### src/rtl/synth_pkg.sv
// Shared types and constants for the polyphonic voice allocator.
// Latency: n/a (declarations only).
// Backpressure: n/a. Optional feature macro: SUSTAIN_PEDAL_EN (adds SUSTAINED usage).
package synth_pkg;
    localparam int NOTE_W = 4;
    localparam int OCT_W  = 3;
    localparam logic [NOTE_W-1:0] MAX_NOTE = 4'd11;

    // Per-voice lifetime state; SUSTAINED is only reachable with the pedal build
    typedef enum logic [1:0] {
        V_FREE      = 2'd0,
        V_HELD      = 2'd1,
        V_RELEASING = 2'd2,
        V_SUSTAINED = 2'd3
    } voice_state_e;

    // Top-level event pipeline: accept, select, commit
    typedef enum logic [1:0] {
        S_IDLE   = 2'd0,
        S_SEARCH = 2'd1,
        S_ASSIGN = 2'd2
    } fsm_state_e;

    typedef struct packed {
        logic              on;
        logic [NOTE_W-1:0] note;
        logic [OCT_W-1:0]  octave;
    } event_t;
endpackage

### src/rtl/voice_select.sv
// Combinational priority picker choosing which voice a latched event targets.
// Latency: 0 cycles (pure combinational).
// Backpressure: none; sel_vld_o = 0 means the event changes nothing. Macro: SUSTAIN_PEDAL_EN.
module voice_select
    import synth_pkg::*;
#(
    parameter int NUM_VOICES = 4,
    parameter int AGE_W      = 8,
    localparam int IDX_W     = $clog2(NUM_VOICES)
) (
    input  voice_state_e [NUM_VOICES-1:0]             state_i,
    input  logic         [NUM_VOICES-1:0][NOTE_W-1:0] note_i,
    input  logic         [NUM_VOICES-1:0][OCT_W-1:0]  oct_i,
    input  logic         [NUM_VOICES-1:0][AGE_W-1:0]  age_i,
    input  event_t                                    ev_i,
    output logic         [IDX_W-1:0]                  sel_idx_o,
    output logic                                      sel_vld_o
);
    logic             match_vld, off_vld, free_vld, rel_vld, held_vld;
    logic [IDX_W-1:0] match_idx, off_idx, free_idx, rel_idx, held_idx;
    logic [AGE_W-1:0] rel_age, held_age;
`ifdef SUSTAIN_PEDAL_EN
    logic             sus_vld;
    logic [IDX_W-1:0] sus_idx;
    logic [AGE_W-1:0] sus_age;
`endif

    // One pass over the voices keeps the best candidate of every priority class;
    // strict '>' on age and first-hit flags make ties resolve to the lowest index
    always_comb begin
        match_vld = 1'b0; match_idx = '0;
        off_vld   = 1'b0; off_idx   = '0;
        free_vld  = 1'b0; free_idx  = '0;
        rel_vld   = 1'b0; rel_idx   = '0; rel_age  = '0;
        held_vld  = 1'b0; held_idx  = '0; held_age = '0;
`ifdef SUSTAIN_PEDAL_EN
        sus_vld   = 1'b0; sus_idx   = '0; sus_age  = '0;
`endif
        for (int i = 0; i < NUM_VOICES; i++) begin
            if (note_i[i] == ev_i.note && oct_i[i] == ev_i.octave) begin
                if (state_i[i] != V_FREE && !match_vld) begin
                    match_vld = 1'b1;
                    match_idx = IDX_W'(i);
                end
                if (state_i[i] == V_HELD && !off_vld) begin
                    off_vld = 1'b1;
                    off_idx = IDX_W'(i);
                end
            end
            if (state_i[i] == V_FREE && !free_vld) begin
                free_vld = 1'b1;
                free_idx = IDX_W'(i);
            end
            if (state_i[i] == V_RELEASING && (!rel_vld || age_i[i] > rel_age)) begin
                rel_vld = 1'b1;
                rel_idx = IDX_W'(i);
                rel_age = age_i[i];
            end
            if (state_i[i] == V_HELD && (!held_vld || age_i[i] > held_age)) begin
                held_vld = 1'b1;
                held_idx = IDX_W'(i);
                held_age = age_i[i];
            end
`ifdef SUSTAIN_PEDAL_EN
            if (state_i[i] == V_SUSTAINED && (!sus_vld || age_i[i] > sus_age)) begin
                sus_vld = 1'b1;
                sus_idx = IDX_W'(i);
                sus_age = age_i[i];
            end
`endif
        end
    end

    // Resolve the class priority; out-of-range notes select nothing
    always_comb begin
        sel_vld_o = 1'b0;
        sel_idx_o = '0;
        if (ev_i.note <= MAX_NOTE) begin
            if (ev_i.on) begin
                if (match_vld) begin
                    sel_vld_o = 1'b1; sel_idx_o = match_idx;
                end else if (free_vld) begin
                    sel_vld_o = 1'b1; sel_idx_o = free_idx;
                end else if (rel_vld) begin
                    sel_vld_o = 1'b1; sel_idx_o = rel_idx;
`ifdef SUSTAIN_PEDAL_EN
                end else if (sus_vld) begin
                    sel_vld_o = 1'b1; sel_idx_o = sus_idx;
`endif
                end else if (held_vld) begin
                    sel_vld_o = 1'b1; sel_idx_o = held_idx;
                end
            end else if (off_vld) begin
                sel_vld_o = 1'b1; sel_idx_o = off_idx;
            end
        end
    end
endmodule

### src/rtl/voice_allocator.sv
// Polyphonic note scheduler: maps note events onto NUM_VOICES voices, stealing the oldest.
// Latency: accept at T, voice_note_in pulse at T+2, voice outputs updated at T+3.
// Backpressure: ev_ready high only in IDLE (1 event / 3 cycles). Macro: SUSTAIN_PEDAL_EN.
module voice_allocator
    import synth_pkg::*;
#(
    parameter int NUM_VOICES = 4,
    parameter int AGE_W      = 8
) (
    input  logic                         clk,
    input  logic                         reset,
    input  logic                         ev_valid,
    output logic                         ev_ready,
    input  logic                         ev_on,
    input  logic [NOTE_W-1:0]            ev_note,
    input  logic [OCT_W-1:0]             ev_octave,
`ifdef SUSTAIN_PEDAL_EN
    input  logic                         sustain_pedal,
`endif
    input  logic [NUM_VOICES-1:0]        voice_rel_done,
    output logic [NUM_VOICES-1:0]        voice_note_in,
    output logic [NUM_VOICES-1:0]        voice_gate,
    output logic [NOTE_W*NUM_VOICES-1:0] voice_note,
    output logic [OCT_W*NUM_VOICES-1:0]  voice_octave,
    output logic [3:0]                   active_count
);
    localparam int IDX_W = $clog2(NUM_VOICES);
    localparam logic [AGE_W-1:0] AGE_MAX = {AGE_W{1'b1}};

    fsm_state_e state_q, state_d;
    event_t     ev_q;
    logic [IDX_W-1:0] sel_idx_q, sel_idx_c;
    logic             sel_vld_q, sel_vld_c;

    voice_state_e [NUM_VOICES-1:0]             vst_q, vst_d;
    logic         [NUM_VOICES-1:0][NOTE_W-1:0] note_q, note_d;
    logic         [NUM_VOICES-1:0][OCT_W-1:0]  oct_q, oct_d;
    logic         [NUM_VOICES-1:0][AGE_W-1:0]  age_q, age_d;
    logic         [3:0]                        active_q, active_d;
`ifdef SUSTAIN_PEDAL_EN
    logic pedal_q;
`endif

    voice_select #(.NUM_VOICES(NUM_VOICES), .AGE_W(AGE_W)) u_select (
        .state_i   (vst_q),
        .note_i    (note_q),
        .oct_i     (oct_q),
        .age_i     (age_q),
        .ev_i      (ev_q),
        .sel_idx_o (sel_idx_c),
        .sel_vld_o (sel_vld_c)
    );

    // FSM state register
    always_ff @(posedge clk or negedge reset) begin
        if (!reset) state_q <= S_IDLE;
        else        state_q <= state_d;
    end

    // FSM next state: fixed three-step walk once an event is taken
    always_comb begin
        state_d = state_q;
        case (state_q)
            S_IDLE:   if (ev_valid) state_d = S_SEARCH;
            S_SEARCH: state_d = S_ASSIGN;
            S_ASSIGN: state_d = S_IDLE;
            default:  state_d = S_IDLE;
        endcase
    end

    // FSM outputs: ready in IDLE, load pulse for a committed note-on in ASSIGN
    always_comb begin
        ev_ready      = (state_q == S_IDLE);
        voice_note_in = '0;
        if (state_q == S_ASSIGN && sel_vld_q && ev_q.on) voice_note_in[sel_idx_q] = 1'b1;
    end

    // Latch the accepted event, then register the picker result in SEARCH
    always_ff @(posedge clk or negedge reset) begin
        if (!reset) begin
            ev_q      <= '0;
            sel_idx_q <= '0;
            sel_vld_q <= 1'b0;
        end else begin
            if (state_q == S_IDLE && ev_valid) ev_q <= '{on: ev_on, note: ev_note, octave: ev_octave};
            if (state_q == S_SEARCH) begin
                sel_idx_q <= sel_idx_c;
                sel_vld_q <= sel_vld_c;
            end
        end
    end

    // Voice next state: release completion first, ASSIGN applied last so it wins
    always_comb begin
        vst_d    = vst_q;
        note_d   = note_q;
        oct_d    = oct_q;
        age_d    = age_q;
        active_d = '0;
        for (int i = 0; i < NUM_VOICES; i++) begin
            if (voice_rel_done[i] && vst_q[i] == V_RELEASING) vst_d[i] = V_FREE;
`ifdef SUSTAIN_PEDAL_EN
            if (pedal_q && !sustain_pedal && vst_q[i] == V_SUSTAINED) vst_d[i] = V_RELEASING;
`endif
        end
        if (state_q == S_ASSIGN && sel_vld_q) begin
            if (ev_q.on) begin
                for (int i = 0; i < NUM_VOICES; i++) begin
                    if (vst_q[i] != V_FREE && age_q[i] != AGE_MAX) age_d[i] = age_q[i] + AGE_W'(1);
                end
                vst_d[sel_idx_q]  = V_HELD;
                note_d[sel_idx_q] = ev_q.note;
                oct_d[sel_idx_q]  = ev_q.octave;
                age_d[sel_idx_q]  = '0;
            end else begin
`ifdef SUSTAIN_PEDAL_EN
                vst_d[sel_idx_q] = sustain_pedal ? V_SUSTAINED : V_RELEASING;
`else
                vst_d[sel_idx_q] = V_RELEASING;
`endif
            end
        end
        for (int i = 0; i < NUM_VOICES; i++) begin
            if (vst_d[i] != V_FREE) active_d = active_d + 4'd1;
        end
    end

    // Per-voice registers and the registered occupancy count
    always_ff @(posedge clk or negedge reset) begin
        if (!reset) begin
            for (int i = 0; i < NUM_VOICES; i++) vst_q[i] <= V_FREE;
            note_q   <= '0;
            oct_q    <= '0;
            age_q    <= '0;
            active_q <= '0;
`ifdef SUSTAIN_PEDAL_EN
            pedal_q  <= 1'b0;
`endif
        end else begin
            vst_q    <= vst_d;
            note_q   <= note_d;
            oct_q    <= oct_d;
            age_q    <= age_d;
            active_q <= active_d;
`ifdef SUSTAIN_PEDAL_EN
            pedal_q  <= sustain_pedal;
`endif
        end
    end

    // Gate is open while the key (or the pedal) holds the note
    always_comb begin
        for (int i = 0; i < NUM_VOICES; i++) begin
`ifdef SUSTAIN_PEDAL_EN
            voice_gate[i] = (vst_q[i] == V_HELD) || (vst_q[i] == V_SUSTAINED);
`else
            voice_gate[i] = (vst_q[i] == V_HELD);
`endif
        end
    end

    assign voice_note   = note_q;
    assign voice_octave = oct_q;
    assign active_count = active_q;
endmodule

### config.mk
export PLATFORM = sky130hd
export DESIGN_NAME = voice_allocator
export DESIGN_NICKNAME = d
export VERILOG_FILES = /design/src/rtl/synth_pkg.sv /design/src/rtl/voice_select.sv /design/src/rtl/voice_allocator.sv
export SDC_FILE = /design/constraint.sdc
export NUM_CORES = 1
export LEC_CHECK = 0
export BUFFER_PORTS_ARGS = -buffer_cell sky130_fd_sc_hd__buf_2
export CAP_MARGIN = 5
export CORE_MARGIN = 2
export CORE_UTILIZATION = 25
export CTS_CLUSTER_SIZE = 16
export DETAILED_ROUTE_END_ITERATION = 8
export MAX_ROUTING_LAYER = met4
export PLACE_DENSITY_LB_ADDON = 0.08
export SLEW_MARGIN = 0
export SYNTH_ARGS = -nofsm -noshare
export SYNTH_HDL_FRONTEND = slang
export SYNTH_SLANG_ARGS = --single-unit
export TNS_END_PERCENT = 30
### constraint.sdc
create_clock -name clk -period 5.95 [get_ports clk]
set_input_delay 1.19 -clock clk [delete_from_list [all_inputs] [get_ports clk]]
set_output_delay 1.19 -clock clk [all_outputs]
set_load 0.005 [all_outputs]
==> results.toml <==
[clock_network]
cts_tree = "built"
cts.sinks = 85
cts.clk_slew.worst_paths_ns = 0.08
cts_buffer_depth = 2
insertion_delay_ns = 0.36
cts_root_buf = "clkbuf_16"
numCtsBuffers = 9
cts.htree.levels = 3
hold_buffers = 0

[worst_setup_path]
cpMaxStageDelayCell = "o31ai_4"
reg2reg_depth = 22
cp_common_cell = "ha_1"
crit_type = "flip-flop to flip-flop"
endpoint_kind = "flip-flop"
cp_max_fo = 16
required_ns = 6.18
start_kind = "flip-flop"
cp.arrival_ns = 5.80
crit_path_max_incr_delay_ns = 0.60
path_cells = "nand2b_2 -> inv_2 -> nand2_1 -> ha_1 -> a211o_1 -> a211oi_2 -> a21o_1 -> a31oi_4 -> mux2_2 -> ha_1 -> a21oi_1 -> o21ai_0 -> o31ai_4 -> o21ai_0 -> ha_1 -> nor2b_1 -> o211ai_1 -> a21oi_1 -> o211ai_1 -> a21boi_1 -> o221a_1 -> o21ai_2"

[pwr]
netSwitchingPower_uw = 641
seqPwrFrac = 0.429
intPower_mw = 1.14
p_total_mw = 1.78
swShare = 0.360
ir_drop_mv = 0.174
clock_power_share = 0.335
power.density_nw_per_um2 = 256
comb_power_share = 0.236
p_leak_nw = 3.27

[sta]
slew_violations = 0
finalClockSkew_ns = 0.0117
tns_ns = 0
fin_crit_ns = 5.57
hold_viol = 0
rsz0062_at_grt = "false"
tightest_slew_ns = 0.885
timing.fmax_mhz = 180
setup_violations = 0
fin_crit_sh = 0.936
max_slew_margin = 0.410

[yosys]
ys_seq_elements = 85
synth_edf_count = 0
yosysWarnings = 0
postSynthCellCount = 634
ys_seq_area_frac = 0.354
synth.area.top_cells = "dfrtp_1 35%, ha_1 11%, nand2_1 6.2%, mux2_2 6.0%, xnor2_1 4.7%"
synth_flop_cell = "dfrtp_1"
syn_nets = 704
synth_area_um2 = 6010
synthArstFlopShare = 1.00
synth_area_leader_cell = "dfrtp_1"
synth_top_area_frac = 0.354
synth_cell_types = 63
synth_area_per_cell_um2 = 9.49

[place]
port_buffers = 55
dpl-instance-area_um2 = 6620
gp_congestion = 0.840
dp_cells = 996
place_hpwl_mm = 13.4

[detailed_routing]
wl_per_cell_um = 17.3
ant_nets = 0
drc = 0
drt-total-wl_mm = 17.5
vias = 4789
firstDrtPassIters = 4
drtIter0Drc = 188
vias_per_cell = 4.73

[cells_and_area]
area_delta_synth_final_pct = 15.4
layout-drive-gt1-share = 0.203
fin_area_um2 = 6940
diodes = 0
nNetsFinal = 758
instances_no_fill = 1012

[floorplan]
core-area_um2 = 23500
rows = 56
ioPinCount = 56
chipHeight_um = 159
initial_core_util = 0.255
die_w_um = 159
design.die.area_um2 = 25300

[grt]
antenna_found_initial = 0
grt_max_degree = 67
grt_usage = 0.146
grt_pass1_vias = 5028
grt_overflow = 0
grt_first_pass_wirelength_mm = 28.2

[status]
status = "completed"

[hold_path]
hold_depth = 2
hold_path.class = "flip-flop to flip-flop"

[flow_run]
cap_violations = 0
-- state kept, by name, summed over array words and instances (netlist names) --
register,cells
active_count,4
ev_q,8
voice_note,16
voice_octave,12
sel_idx_q,2
state_q,2
sel_vld_q,1
vst_q,8
age_q,32
-- critical path, delay by kind of cell (launching register included) --
family | cells | cell delay [ns]
muxes | 1 | 0.36
and+or+nand+nor | 3 | 0.49
buffers and inverters | 1 | 0.18
adders and majority gates | 3 | 0.97
DFF | 1 | 0.43
AOI/OAI and AO/OA | 14 | 3.01
-- placed cells by master (no fill, tap or decap), types with 4 or more instances in the layout --
| master | Yosys | layout |
|---|---|---|
| o21a_1 | 4 | 4 |
| clkbuf_16 | 0 | 9 |
| or3_1 | 10 | 10 |
| nor3_1 | 9 | 9 |
| a21boi_1 | 4 | 4 |
| mux2_2 | 32 | 32 |
| inv_1 | 28 | 28 |
| buf_4 | 2 | 7 |
| ha_1 | 55 | 55 |
| buf_2 | 8 | 54 |
| nand3_1 | 10 | 10 |
| dfrtp_1 | 85 | 85 |
| o21ai_1 | 11 | 11 |
| a211o_1 | 4 | 4 |
| xnor2_1 | 32 | 32 |
| xor2_1 | 19 | 19 |
| nand2_1 | 99 | 99 |
| and2_1 | 5 | 5 |
| o211ai_1 | 7 | 7 |
| nand4_1 | 22 | 22 |
| nor2_1 | 46 | 46 |
| a21oi_1 | 27 | 27 |
| mux2i_1 | 7 | 7 |
| mux2_4 | 9 | 9 |
| o21ai_0 | 27 | 27 |
| nor2b_1 | 13 | 13 |
-- what timing repair did --
item                                   in CTS  in global routing
setup endpoints to repair                   0                  2
endpoints found under the hold margin       0                  0
resized for setup                           0                  1
setup buffers                               0                  0
-- power groups by stage --
| stage | Sequential [mW] | Combinational (mW) | Clock [mW] |
|---|---|---|---|
| floorplan | 0.706 | 0.355 | 0 |
| global placement | 0.774 | 0.423 | 0 |
| detailed placement | 0.776 | 0.426 | 0 |
| CTS | 0.764 | 0.429 | 0.624 |
| global route | 0.779 | 0.478 | 0.643 |
| finish | 0.763 | 0.420 | 0.596 |
-- cell families (layout without fill, tap and decap cells) --
kind of cell | after synthesis | after routing | synth area share
flops | 85 | 85 | 0.354
fa+ha+maj | 55 | 55 | 0.114
buf+inv | 47 | 106 | 0.0372
mux | 48 | 48 | 0.0940
other cells | 1 | 1 | 0.000623
simple gates | 237 | 237 | 0.191
xor+xnor | 51 | 51 | 0.0743
compound gates | 110 | 110 | 0.134
-- metrics by stage --
step                utilization  worst slack, ns  hold slack (ns)
global route              0.295           0.0285            0.558
floorplan                     -            0.898            0.480
finish                    0.295            0.383            0.530
detailed placement        0.281            0.379            0.511
CTS                       0.295            0.344            0.535
global placement          0.281            0.460            0.503
-- cell usage after synthesis, types with 13 or more instances --
master	n
a21oi_1	27
dfrtp_1	85
ha_1	55
inv_1	28
mux2_2	32
nand2_1	99
nand4_1	22
nor2_1	46
nor2b_1	13
o21ai_0	27
xnor2_1	32
xor2_1	19
-- path summary, 6_finish.rpt --
kind | from | endpoint | slack [ns]
worst max-delay path | vst_q[1] | sel_idx_q[0] | 0.38
worst min-delay path | voice_note[12] | voice_note[12] | 0.53
worst max register to register | vst_q[1] | sel_idx_q[0] | 0.38
worst min register to register | voice_note[12] | voice_note[12] | 0.53
max in group asynchronous | reset | age_q[12] | 4.07
min in group asynchronous | reset | active_count[3] | 0.70
-- per-layer routing --
metal / wire, µm / up-vias / global-route usage
met5: 0 / - / -
met4: 193 / 0 / 0.0339
met3: 466 / 12 / 0.0237
met2: 8130 / 70 / 0.233
met1: 8710 / 2362 / 0.194
li1: - / 2345 / -
-- final cells by class --
cell class	count	area, µm²
multi-input combinational	502	3670
sequential	85	2130
clock buffer	9	225
inverter	29	109
tap	319	399
fill	2548	16600
timing repair buffer	61	323
clock inverter	7	88.8
No activity file was read; power rests on OpenSTA's default activity.
